==> config.mk <==
export PLATFORM = sky130hd
export DESIGN_NAME = encode_arbiter
export DESIGN_NICKNAME = d
export VERILOG_FILES = /design/src/rtl/router_pkg.sv /design/src/rtl/rr_pick16.sv /design/src/rtl/encode_arbiter.sv
export SDC_FILE = /design/constraint.sdc
export NUM_CORES = 1
export LEC_CHECK = 0
export ABC_AREA = 1
export BUFFER_PORTS_ARGS = -buffer_cell sky130_fd_sc_hd__buf_2
export CAP_MARGIN = 20
export CORE_ASPECT_RATIO = 1.25
export CORE_UTILIZATION = 45
export DETAILED_ROUTE_END_ITERATION = 16
export GPL_TIMING_DRIVEN = 0
export PLACE_DENSITY_LB_ADDON = 0.25
export SETUP_SLACK_MARGIN = 0.4
export SYNTH_ARGS = -nofsm -noshare
export SYNTH_HDL_FRONTEND = slang
export SYNTH_HIERARCHICAL = 1
export SYNTH_SLANG_ARGS = --single-unit
==> constraint.sdc <==
create_clock -name clk -period 9.31 [get_ports clk]
set_input_delay 1.862 -clock clk [delete_from_list [all_inputs] [get_ports clk]]
set_output_delay 1.862 -clock clk [all_outputs]
set_load 0.02 [all_outputs]
==> src/rtl/router_pkg.sv <==
// Shared router definitions: lane count, arbiter FSM states and the idle
// output lane value used by every output-port arbiter.
package router_pkg;

  localparam int unsigned N_SRC = 16;
  localparam int unsigned SRC_W = 4;
  localparam int unsigned CNT_W = 4;

  typedef enum logic [1:0] {
    IDLE = 2'd0,
    XFER = 2'd1,
    GAP  = 2'd2
  } arb_state_e;

  typedef struct packed {
    logic frame_n;
    logic valid_n;
    logic data;
  } lane_t;

  localparam lane_t IDLE_LANE = '{frame_n: 1'b1, valid_n: 1'b1, data: 1'b0};

  function automatic logic [N_SRC-1:0] src_onehot(input logic [SRC_W-1:0] idx);
    return N_SRC'(1) << idx;
  endfunction

endpackage

==> src/rtl/rr_pick16.sv <==
// Combinational round-robin picker: first set request searching upward from
// last+1 and wrapping 15->0; shared by all output-port arbiters.
module rr_pick16
  import router_pkg::*;
(
  input  logic [N_SRC-1:0] req,
  input  logic [SRC_W-1:0] last,
  output logic             any,
  output logic [SRC_W-1:0] idx,
  output logic [N_SRC-1:0] onehot
);

  logic             found;
  logic [SRC_W-1:0] cand;

  // i = N_SRC wraps back to last itself, so it is the lowest priority
  always_comb begin
    found = 1'b0;
    idx   = '0;
    cand  = '0;
    for (int unsigned i = 1; i <= N_SRC; i++) begin
      cand = last + SRC_W'(i);
      if (!found && req[cand]) begin
        found = 1'b1;
        idx   = cand;
      end
    end
  end

  assign any    = found;
  assign onehot = found ? src_onehot(idx) : '0;

endmodule

==> src/rtl/encode_arbiter.sv <==
// Output-port arbiter: round-robin grants one of 16 source lanes for a whole
// packet and re-serialises its frame/valid/data with one registered cycle.
module encode_arbiter
  import router_pkg::*;
#(
  parameter int unsigned GAP_CYCLES    = 1,
  parameter int unsigned START_TIMEOUT = 8
) (
  input  logic             clk,
  input  logic             rst_n,
  input  logic [N_SRC-1:0] request_i,
  input  logic [N_SRC-1:0] frame_i,
  input  logic [N_SRC-1:0] valid_i,
  input  logic [N_SRC-1:0] din_i,
  output logic             frameo_n,
  output logic             valido_n,
  output logic             dout,
  output logic [N_SRC-1:0] grant_o,
  output logic [SRC_W-1:0] src_o,
  output logic             busy_o,
  output logic             err_o
);

  localparam logic [CNT_W-1:0] TO_LAST  = CNT_W'(START_TIMEOUT - 1);
  localparam logic [CNT_W-1:0] GAP_LAST = CNT_W'(GAP_CYCLES - 1);

  arb_state_e       state_q,   state_d;
  lane_t            out_q,     out_d;
  logic [N_SRC-1:0] grant_q,   grant_d;
  logic [SRC_W-1:0] src_q,     src_d;
  logic [SRC_W-1:0] last_q,    last_d;
  logic             started_q, started_d;
  logic [CNT_W-1:0] tcnt_q,    tcnt_d;
  logic [CNT_W-1:0] gcnt_q,    gcnt_d;
  logic             busy_q,    busy_d;
  logic             err_q,     err_d;

  logic             pick_any;
  logic [SRC_W-1:0] pick_idx;
  logic [N_SRC-1:0] pick_onehot;

  rr_pick16 u_pick (
    .req    (request_i),
    .last   (last_q),
    .any    (pick_any),
    .idx    (pick_idx),
    .onehot (pick_onehot)
  );

  always_ff @(posedge clk or negedge rst_n) begin
    if (!rst_n) begin
      state_q   <= IDLE;
      out_q     <= IDLE_LANE;
      grant_q   <= '0;
      src_q     <= '0;
      last_q    <= SRC_W'(N_SRC - 1);
      started_q <= 1'b0;
      tcnt_q    <= '0;
      gcnt_q    <= '0;
      busy_q    <= 1'b0;
      err_q     <= 1'b0;
    end else begin
      state_q   <= state_d;
      out_q     <= out_d;
      grant_q   <= grant_d;
      src_q     <= src_d;
      last_q    <= last_d;
      started_q <= started_d;
      tcnt_q    <= tcnt_d;
      gcnt_q    <= gcnt_d;
      busy_q    <= busy_d;
      err_q     <= err_d;
    end
  end

  // Only the granted lane is ever read, and abort is tested before its
  // frame/valid/data so unrequested (possibly X) lanes never reach the pins.
  always_comb begin
    state_d   = state_q;
    out_d     = IDLE_LANE;
    grant_d   = grant_q;
    src_d     = src_q;
    last_d    = last_q;
    started_d = started_q;
    tcnt_d    = tcnt_q;
    gcnt_d    = gcnt_q;
    err_d     = 1'b0;

    case (state_q)
      IDLE: begin
        if (pick_any) begin
          grant_d   = pick_onehot;
          src_d     = pick_idx;
          last_d    = pick_idx;
          started_d = 1'b0;
          tcnt_d    = '0;
          state_d   = XFER;
        end
      end

      XFER: begin
        if (!request_i[src_q]) begin
          err_d   = 1'b1;
          grant_d = '0;
          gcnt_d  = '0;
          state_d = GAP;
        end else if (!started_q && (tcnt_q == TO_LAST)) begin
          err_d   = 1'b1;
          grant_d = '0;
          gcnt_d  = '0;
          state_d = GAP;
        end else begin
          out_d.frame_n = frame_i[src_q];
          out_d.valid_n = valid_i[src_q];
          out_d.data    = din_i[src_q];
          if (!frame_i[src_q]) begin
            started_d = 1'b1;
          end
          if (started_q && frame_i[src_q]) begin
            grant_d = '0;
            gcnt_d  = '0;
            state_d = GAP;
          end
          if (tcnt_q != '1) begin
            tcnt_d = tcnt_q + CNT_W'(1);
          end
        end
      end

      GAP: begin
        if (gcnt_q >= GAP_LAST) begin
          state_d = IDLE;
        end else begin
          gcnt_d = gcnt_q + CNT_W'(1);
        end
      end

      default: begin
        state_d = IDLE;
      end
    endcase

    busy_d = (state_d != IDLE);
  end

  assign frameo_n = out_q.frame_n;
  assign valido_n = out_q.valid_n;
  assign dout     = out_q.data;
  assign grant_o  = grant_q;
  assign src_o    = src_q;
  assign busy_o   = busy_q;
  assign err_o    = err_q;

endmodule
==> After elaboration in Yosys (flattened, before gate mapping) <==
Index checks and enable logic that the tools add are counted.
{ "op_classes": {"add_sub_neg": 17, "n_lt_le_gt_ge": 18, "n_eq_ne": 11, "n_shift": 1, "mux": 104, "n_reduce_logical": 42} }
{ "ops": {"columns": ["cell", "count"], "rows": [
  ["$mux 4", 24],
  ["$lt 4x5->1 const B", 17],
  ["$bmux 1 s4", 20],
  ["$mux 16", 4],
  ["$mux 1", 43],
  ["$add 4x4->4 const B", 8],
  ["$pmux 16 s2", 1],
  ["$logic_and 1x1->1", 17],
  ["$add 4x3->4 const B", 4],
  ["$logic_not 1->1", 16],
  ["$pmux 4 s2", 2],
  ["$shl 1x4->16 const A", 1],
  ["$add 4x1->4 const B", 3],
  ["$ne 2x2->1 const B", 6],
  ["$mux 2", 5],
  ["$reduce_and 5->1", 2],
  ["$mux 3", 3],
  ["$add 4x2->4 const B", 2],
  ["$ne 4x4->1 const B", 2],
  ["$pmux 2 s3", 1],
  ["$reduce_and 3->1", 2],
  ["$reduce_bool 2->1", 3],
  ["$eq 4x3->1 const B", 1],
  ["$ge 4x1->1 const B", 1],
  ["5 further kinds", 5]
]} }
{ "word_totals": {"ff_bits": 40, "inputBits": 66, "out_inout_bits": 25, "elab_cells": 205} }

==> Depth between registers and ports, before layout <==
Gate-level depths: netlist (run 1).
{ "depth": {"ltp_word": 52, "ltp_mapped": 30, "mapped_depth_nobuf": 28} }

==> Cells and area by module <==
Netlist (run 1), hierarchy kept.
{ "modules_own_cells": {"columns": ["mod", "instances", "cells_each", "area_per_inst_um2", "seq_area_each_um2"], "rows": [
  ["encode_arbiter", 1, 293, 2185.8, 908.4],
  ["rr_pick16", 1, 392, 2078.2, 0.0]
]} }

==> Worst setup path before layout (run 1) <==
No wires, ideal clock.
{ "synth_timing": {"path_kind": "in2reg", "startpoint": "in request_i[14]", "endpoint": "reg grant_q[10], in the netlist grant_o[10]", "setup_ps": 66, "t_arrival_ps": 3932, "setup_slack_ps": 5313, "cell_stages": 20, "n_path_buf": 0, "cell_sequence": "nand2_1 > nand3_1 > nand3_1 > nand2_1 > nand2_1 > nand2_2 > inv_2 > nand4_2 > nor2_4 > nand4_4 > nor2_8 > nand4_4 > nor2_8 > nand4_4 > nor2_4 > o21bai_4 > nand3_1 > nor2_1 > nand2_1 > nand2_1"} }
{ "synth_via": {"elab_chain_len": 51, "word_cells_on_any_way": 103, "classes_between": "eq/ne: 2; shift: 1; mux: 69; reduce/logical: 31"} }
{ "synth_lines": {"columns": ["item", "line", "rtl"], "rows": [
  ["start, declared", "encode_arbiter.sv:11", "input logic [N_SRC-1:0] request_i,"],
  ["$bmux 1 s4", "rr_pick16.sv:23", "if (!found && req[cand]) begin"],
  ["$mux 1 (not written as such)", "rr_pick16.sv:23", null],
  ["$mux 1", "rr_pick16.sv:23", null],
  ["$logic_not 1->1", "rr_pick16.sv:23", null],
  ["$logic_and 1x1->1", "rr_pick16.sv:23", null],
  ["$mux 1", "rr_pick16.sv:23", null],
  ["$logic_not 1->1", "rr_pick16.sv:23", null],
  ["$logic_and 1x1->1", "rr_pick16.sv:23", null],
  ["[36 not listed]", null, null],
  ["$mux 1", "rr_pick16.sv:23", null],
  ["$logic_not 1->1", "rr_pick16.sv:23", null],
  ["$logic_and 1x1->1", "rr_pick16.sv:23", null],
  ["$mux 4 *", "rr_pick16.sv:23", null],
  ["$shl 1x4->16 *", "router_pkg.sv:24", "return N_SRC'(1) << idx;"],
  ["named net pick_onehot[10]", "encode_arbiter.sv:40", "logic [N_SRC-1:0] pick_onehot;"],
  ["$mux 16 *", "encode_arbiter.sv:91", "if (pick_any) begin"],
  ["$pmux 16 s2 *", "encode_arbiter.sv:89", "case (state_q)"],
  ["end signal, assigned", "encode_arbiter.sv:65", "grant_q <= grant_d;"],
  ["end, declared", "encode_arbiter.sv:29", "logic [N_SRC-1:0] grant_q, grant_d;"]
]} }
The timed path passes the listed nets; every way through them passes the cells marked *. The select of a mux whose other input is x is not followed.
A chain may end at the register's enable or synchronous reset.

==> Final worst setup path (run 1) <==
{ "layout_timing": {"startpoint": "in request_i[0]", "endpoint": "reg src_q[1], in the netlist src_o[1]"} }
{ "layout_via": {"elab_chain_len": 49, "word_cells_on_any_way": 95, "classes_between": "mux: 64; reduce/logical: 31"} }
{ "layout_lines": {"columns": ["item", "line", "rtl"], "rows": [
  ["$bmux 1 s4", "rr_pick16.sv:23", null],
  ["$mux 1 (not written as such)", "rr_pick16.sv:23", null],
  ["$mux 1", "rr_pick16.sv:23", null],
  ["$logic_not 1->1", "rr_pick16.sv:23", null],
  ["$logic_and 1x1->1", "rr_pick16.sv:23", null],
  ["$mux 1", "rr_pick16.sv:23", null],
  ["$logic_not 1->1", "rr_pick16.sv:23", null],
  ["$logic_and 1x1->1", "rr_pick16.sv:23", null],
  ["[34 not listed]", null, null],
  ["$logic_not 1->1", "rr_pick16.sv:23", null],
  ["$logic_and 1x1->1", "rr_pick16.sv:23", null],
  ["$mux 1", "rr_pick16.sv:23", null],
  ["$logic_not 1->1", "rr_pick16.sv:23", null],
  ["$logic_and 1x1->1", "rr_pick16.sv:23", null],
  ["$mux 1 *", "rr_pick16.sv:23", null],
  ["named net pick_any", "encode_arbiter.sv:38", "logic pick_any;"],
  ["$reduce_and 2->1 (no source line) *", null, null],
  ["end signal, assigned", "encode_arbiter.sv:66", "src_q <= src_d;"],
  ["end, declared", "encode_arbiter.sv:30", "logic [SRC_W-1:0] src_q, src_d;"]
]} }
Marks and branches as above.

==> flow_summary_export.csv, run 1 <==
group,metric,value,unit
timing,setup_viol,0,
global_routing,grt_pass1_wl,20.54,mm
setup_path,cp_num_buf_inv,5,
routing,dr_wl_met2,6.660,mm
setup_path,path_delay_family,"simple AND/OR/NAND/NOR gates",
routing,drt.antenna.violating_nets,0,
min_path,min_path_type,"flip-flop to flip-flop",
floorplanning,core,9174,um2
clocking,cts_tree,"done",
clocking,cts-htree-levels,2,
setup_path,reg2reg_to,"tcnt_q[1]$_DFFE_PN0P_",
timing,hold_violations,0,
timing,slew_headroom,0.4763,
global_routing,grt_start_max_net_pins,37,
routing,finalWirelength,12.80,mm
timing,rsz0062_at_grt,"false",
min_path,min_to,"last_q[3]$_DFFE_PN1P_",
layout,nets,857,
clocking,cts_made_buffers,5,
global_routing,grt_use_total,0.2648,
setup_path,crit_fanout,10,
logic_synthesis,synth_seq_cells,36,
layout,drive_gt1_frac,0.2375,
timing,tns,0,ps
layout,syn_to_final_growth,18.10,%
setup_path,cp_cell_sequence,"buf_2 -> nand2_1 -> nand3_1 -> nand3_1 -> nand2_1 -> inv_1 -> o21ai_0 -> inv_1 -> nand4_4 -> nor2_8 -> nand4_1 -> inv_1 -> nor2_1 -> clkbuf_1 -> o21ai_0",
logic_synthesis,synth_nets,760,
global_routing,antenna_found_initial,0,
clocking,cts-resized-gates,0,
layout,fillers,975,
timing,layout_min_cycle_time,4369,ps
logic_synthesis,syn_area,4264,um2
min_path,hold_depth,2,
layout,insertedDiodeCount,0,
setup_path,arrival,4520,ps
routing,wl_met1,5.094,mm
routing,vias_per_cell,5.361,
timing,clock.fmax,228.9,MHz
logic_synthesis,yosysWarnings,6,
global_routing,grt-ovfl-total,0,
floorplanning,ios,91,
routing,drc,0,
setup_path,worstSetupPathType,"input pin to flip-flop",
place,place.gp.congestion,0.9963,
timing,slew_violations,0,
clocking,root_buffer,"clkbuf_16",
routing,firstDrtPassIters,6,
clocking,clock_latency,290,ps
setup_path,cpPeakStageDelay,490,ps
setup_path,crit_path_end_kind,"flip-flop",
setup_path,path_common_cell,"inv_1",
setup_path,r2r_cells,23,
floorplanning,die_w,89.07,um
routing,met3WireLength,552,um
job,cap_violations,0,
logic_synthesis,ys_async_sr_fraction,1.000,
clocking,clk_pin_slew,60,ps
place,port_buffers,90,
timing,fin_worst_skew,6.698,ps
floorplanning,die_h,110.8,um
setup_path,required,9460,ps
status,status,"finished clean",
clocking,hold_buffers,0,
floorplanning,std_cell_rows,39,
routing,top_layer,"met4",
global_routing,grt_pass1_vias,4579,
logic_synthesis,syn_avg_cell_area,6.225,um2
clocking,cts_setup_buffers,0,
logic_synthesis,ys_types,48,
floorplanning,fp.dieArea,9872,um2
setup_path,rrSetupSlack,4990,ps
min_path,min_from,"last_q[3]$_DFFE_PN1P_",
routing,dr.first_iter.drc_count,401,
floorplanning,start_util,0.4648,
place,place_hpwl,10.15,mm
clocking,cts_buffer_depth,2,
timing,worst_pin_slew,785.5,ps
routing,vias,4857,
routing,wire_per_inst,14.12,um
logic_synthesis,synthCells,685,
timing,fin_crit_sh,0.4692,
setup_path,timing.rr.start,"last_q[1]$_DFFE_PN1P_",
setup_path,startpoint_type,"input pin",
logic_synthesis,synth-edff-count,0,
setup_path,slowest_stage,"o21ai_0",
logic_synthesis,synthFlopType,"dfrtp_1",
logic_synthesis,yosysSeqAreaShare,0.2130,
clocking,cts.sinks,36,
[sequential cells by signal, summed over array words and instances, names as in the netlist, 2 cells and up]
| signal | cells |
|---|---|
| src_o | 4 |
| grant_o | 16 |
| last_q | 4 |
| state_q | 2 |
| tcnt_q | 4 |
[metrics by stage]
| stage | hold WS (ps) | instances | util | instance area [um2] | setup slack (ps) |
|---|---|---|---|---|---|
| 3_5_place_dp | 454.1 | 898 | 0.5307 | 4868 | 4669 |
| 4_1_cts | 463.4 | 906 | 0.5490 | 5036 | 4949 |
| 6_report | 460.4 | 906 | 0.5490 | 5036 | 4941 |
| 2_1_floorplan | 444.1 | 685 | - | 4264 | 5313 |
| 3_3_place_gp | 451.1 | 898 | 0.5307 | 4868 | 4706 |
| 5_1_grt | 471.2 | 906 | 0.5490 | 5036 | 4572 |
[worst max path at each step]
stage	cells after the start	slack [ps]	start	endpoint
finish	15	4940	request_i[0]	src_o[1]$_DFFE_PN0P_
CTS	15	4950	request_i[5]	src_o[0]$_DFFE_PN0P_
global route	15	4570	request_i[7]	src_o[1]$_DFFE_PN0P_
global placement	15	4710	request_i[1]	src_o[0]$_DFFE_PN0P_
floorplan	20	5310	request_i[14]	grant_o[10]$_DFFE_PN0P_
detailed placement	15	4670	request_i[5]	src_o[0]$_DFFE_PN0P_
[cells in the final DEF, fill, tap and decap left out, types with 9 or more instances in the layout]
master / instances
nand3_2: 17
ha_1: 9
nand3_1: 122
nand4_1: 11
dfrtp_1: 30
o21ai_0: 32
inv_1: 59
buf_2: 97
nand2_1: 216
nor2_1: 74
nand2_2: 9
[area by class of cell]
| cell class | count | area [um2] | share of cell area |
|---|---|---|---|
| flip-flops and latches | 36 | 908.4 | 0.1804 |
| multi-input cells | 554 | 2894 | 0.5747 |
| clock inverters | 3 | 42.54 | 0.008447 |
| clock buffers | 5 | 125.1 | 0.02484 |
| plain buffers | 27 | 198.9 | 0.03950 |
| inverters | 68 | 262.8 | 0.05217 |
| well taps | 123 | 153.9 | 0.03056 |
| repair buffers | 90 | 450.4 | 0.08944 |
[worst min-delay path, cell delays in order, from the launching register on]
cell,delay [ps]
dfstp_2,370
nand2_1,50
nand2_1,40
[metal layers]
| layer | vias to the layer above | global-route usage |
|---|---|---|
| li1 | 2431 | - |
| met1 | 2235 | 0.3062 |
| met2 | 159 | 0.4795 |
| met3 | 32 | 0.02978 |
| met4 | 0 | 0.1122 |
| met5 | - | 0 |
[kinds of logic after synthesis]
kind of cell               Yosys count  synth area share
and+or+nand+nor                    473            0.5314
xor gates and xnor gates            10           0.03022
AOI/OAI and AO/OA                   62           0.09067
adders and majority gates            9           0.02641
buffers and inverters               95            0.1083
DFF                                 36            0.2130
[cells in the mapped netlist (2+ instances only)]
master    number  share of area
a21oi_1        6         0.0070
a21oi_2        3         0.0062
buf_2          7         0.0082
buf_4          6          0.011
buf_6          5          0.013
clkbuf_1       6         0.0053
dfrtp_1       30           0.18
dfstp_2        6          0.037
ha_1           9          0.026
inv_1         59          0.052
inv_2          6         0.0053
nand2_1      216           0.19
nand2_2        9          0.013
nand2_4        2         0.0053
nand3_1      122           0.14
nand3_2       17          0.040
nand4_1       11          0.016
nand4_4        3          0.015
nor2_1        74          0.065
nor2_2         3         0.0044
nor2_4         2         0.0053
nor2_8         3          0.014
nor3_1         3         0.0035
o211ai_1       4         0.0070
o21a_1         4         0.0070
o21ai_0       32          0.038
o21ai_1        2         0.0023
o221ai_1       6          0.012
o22ai_1        2         0.0029
or2_2          3         0.0044
xor2_1         6          0.012
xor2_2         2         0.0076
Power of run 1 is left out: the tool's default activity adds up to more than one toggle a clock period on the data nets, which glitch-free logic cannot reach.
==> inputs of run 2 (changes only) <==
- ABC_AREA: 1 -> 0
- clock period: 9.31 -> 4.52 ns (I/O delays scaled with it)
==> run 2 against run 1 <==
  * Setup slack got worse by 4700 ps
  * Clock skew fell by 2.5 ps
  * Routed wire length rose by 49%
  * Sequential cell count did not move
  * Critical path depth rose by 4
  * Core utilization rose by 8.7 points
  * Cell count fell by 7.5%
  * Largest cell class unchanged
==> flow_summary_export.csv, run 2 <==
group,metric,value,unit
setup_path,cpPeakStageDelay,560,ps
global_routing,grt_pass1_wl,28.81,mm
logic_synthesis,yosysSeqAreaShare,0.1729,
setup_path,cp_cell_sequence,"buf_12 -> buf_12 -> buf_12 -> inv_8 -> ha_4 -> buf_6 -> buf_4 -> mux2i_1 -> mux4_2 -> buf_4 -> nand2_1 -> a32o_1 -> o21ai_0 -> a31oi_4 -> buf_4 -> nor3_2 -> nor2b_1 -> nand2_1 -> a21oi_1",
logic_synthesis,yosysWarnings,6,
routing,finalWirelength,19.09,mm
logic_synthesis,yosysTopAreaCellShare,0.1843,
timing,clock.fmax,233.4,MHz
logic_synthesis,yosysMostFrequentCell,"nand2_1",
setup_path,slowest_stage,"dfstp_2",
timing,setup_viol,0,
setup_path,reg2reg_to,"grant_o[8]$_DFFE_PN0P_",
global_routing,grt_pass1_vias,5378,
timing,fin_crit_sh,0.9479,
place,place.gp.congestion,1.041,
layout,syn_to_final_growth,36.03,%
timing,post-route-worst-setup-slack,235.5,ps
timing,layout_min_cycle_time,4285,ps
clocking,hold_buffers,0,
setup_path,cp.depth,19,
timing,fin_worst_skew,4.229,ps
logic_synthesis,synth_commonest_cells,"nand2_1, mux4_2, mux2i_1",
routing,vias_per_cell,6.763,
setup_path,worstSetupPathType,"flip-flop to flip-flop",
global_routing,grt_use_total,0.3093,
place,port_buffers,90,
setup_path,cp-endpoint,"grant_o[8]$_DFFE_PN0P_",
logic_synthesis,synthFlopType,"dfrtp_1",
min_path,min_path_type,"flip-flop to flip-flop",
routing,drc,0,
place,place_hpwl,13.25,mm
logic_synthesis,synth-edff-count,0,
setup_path,cp_num_buf_inv,8,
floorplanning,std_cell_rows,43,
setup_path,path_delay_family,"buffers and inverters",
clocking,cts.sinks,36,
clocking,cts-htree-levels,2,
layout,drive_gt1_frac,0.4979,
timing,rsz0062_at_grt,"true",
timing,hold_violations,0,
layout,largest_register_ffs,16,
floorplanning,ios,91,
floorplanning,fp.dieArea,12110,um2
layout,insertedDiodeCount,0,
global_routing,antenna_found_initial,0,
setup_path,r2r_cells,19,
setup_path,startpoint_type,"flip-flop",
routing,vias,5667,
timing,worst_pin_slew,787.5,ps
routing,firstDrtPassIters,5,
logic_synthesis,syn_avg_cell_area,9.784,um2
clocking,root_buffer,"clkbuf_16",
routing,drt.antenna.violating_nets,0,
logic_synthesis,synth_top_cell_by_area,"mux4_2",
job,cap_violations,0,
logic_synthesis,syn_area,5254,um2
layout,layout_commonest_cell,"buf_2",
setup_path,timing.rr.start,"last_q[0]$_DFFE_PN1P_",
clocking,clk_pin_slew,60,ps
logic_synthesis,synth_seq_cells,36,
timing,slew_violations,0,
floorplanning,die_h,122.8,um
logic_synthesis,synth_nets,612,
setup_path,arrival,4490,ps
floorplanning,start_util,0.4672,
status,status,"finished clean",
clocking,cts_tree,"done",
global_routing,grt_start_max_net_pins,37,
logic_synthesis,synth_area_leaders,"mux4_2, dfrtp_1, mux2i_1, nand2_1, mux2_2",
routing,dr.first_iter.drc_count,601,
global_routing,grt-ovfl-total,0,
setup_path,crit_path_start,"last_q[0]$_DFFE_PN1P_",
floorplanning,core,11240,um2
layout,nets,777,
setup_path,crit_fanout,10,
floorplanning,die_w,98.65,um
layout,final_cell_mix,"buf_2, nand2_1, buf_4",
clocking,cts_made_buffers,5,
logic_synthesis,ys_types,93,
setup_path,crit_path_end_kind,"flip-flop",
setup_path,required,4730,ps
logic_synthesis,synthCells,537,
place,dp_worst_setup_slack,-492.4,ps
timing,slew_headroom,0.4750,
routing,wire_per_inst,22.78,um
setup_path,rrSetupSlack,240,ps
clocking,cts_buffer_depth,2,
clocking,clock_latency,280,ps
logic_synthesis,ys_async_sr_fraction,1.000,
## run 2: logic make-up (layout without fill, tap and decap cells)
logic type / after synthesis / count (layout) / share of synthesized area
xor gates and xnor gates: 9 / 9 / 0.01929
and+or+nand+nor: 189 / 189 / 0.1874
muxes: 120 / 120 / 0.3622
adders and majority gates: 9 / 9 / 0.02143
DFF: 36 / 36 / 0.1729
buffers and inverters: 42 / 208 / 0.04501
AOI/OAI and AO/OA: 132 / 132 / 0.1917
## run 2: worst min path at each step
stage / startpoint / endpoint / slack (ps) / cells after the start
2_1_floorplan: last_q[3]$_DFFE_PN1P_ / last_q[3]$_DFFE_PN1P_ / 440 / 2
3_3_place_gp: last_q[3]$_DFFE_PN1P_ / last_q[3]$_DFFE_PN1P_ / 450 / 2
3_5_place_dp: last_q[3]$_DFFE_PN1P_ / last_q[3]$_DFFE_PN1P_ / 450 / 2
4_1_cts: last_q[3]$_DFFE_PN1P_ / last_q[3]$_DFFE_PN1P_ / 460 / 2
5_1_grt: last_q[3]$_DFFE_PN1P_ / last_q[3]$_DFFE_PN1P_ / 500 / 2
6_report: last_q[3]$_DFFE_PN1P_ / last_q[3]$_DFFE_PN1P_ / 490 / 2
## run 2: area by class of cell
cell class / count / area (um2)
buffer: 33 / 329.1
clock buffer: 6 / 128.9
clock inverter: 2 / 35.03
fill: 871 / 4098
inverter: 9 / 55.05
multi-input combinational: 459 / 4511
sequential: 36 / 908.4
tap: 135 / 168.9
timing repair buffer: 158 / 1011
## run 2: routing by layer
layer,GRT usage,vias up,part of all wire
met5,0,-,0
met3,0.04385,91,0.082
met2,0.5326,389,0.49
met4,0.1884,0,0.066
li1,-,2448,-
met1,0.3681,2739,0.36
## run 2: per-stage QoR
step | setup TNS (ps) | instance area [um2] | cells | util | hold slack, ps
3_5_place_dp | -9019 | 5912 | 762 | 0.5258 | 454.5
3_3_place_gp | -9025 | 5912 | 762 | 0.5258 | 450.7
4_1_cts | 0 | 6817 | 818 | 0.6062 | 464.2
5_1_grt | 0 | 7147 | 838 | 0.6356 | 498.0
2_1_floorplan | 0 | 5293 | 537 | - | 439.3
6_report | 0 | 7147 | 838 | 0.6356 | 487.5
## run 2: repair_timing
action / in CTS / in global routing
setup buffers: 47 / 19
endpoints found under the setup margin: 31 / 29
gates cloned: 1 / 1
resized for setup: 75 / 43
pin swaps: 21 / 28
## run 2: worst reg2reg max path, delay by kind of cell, from the launching register on
kind,cells,cell delay (ps)
AOI/OAI and AO/OA,4,920
adders and majority gates,1,260
buffers and inverters,8,1020
DFF,1,560
muxes,2,860
and+or+nand+nor,4,600
Power of run 2 is left out for the same reason.
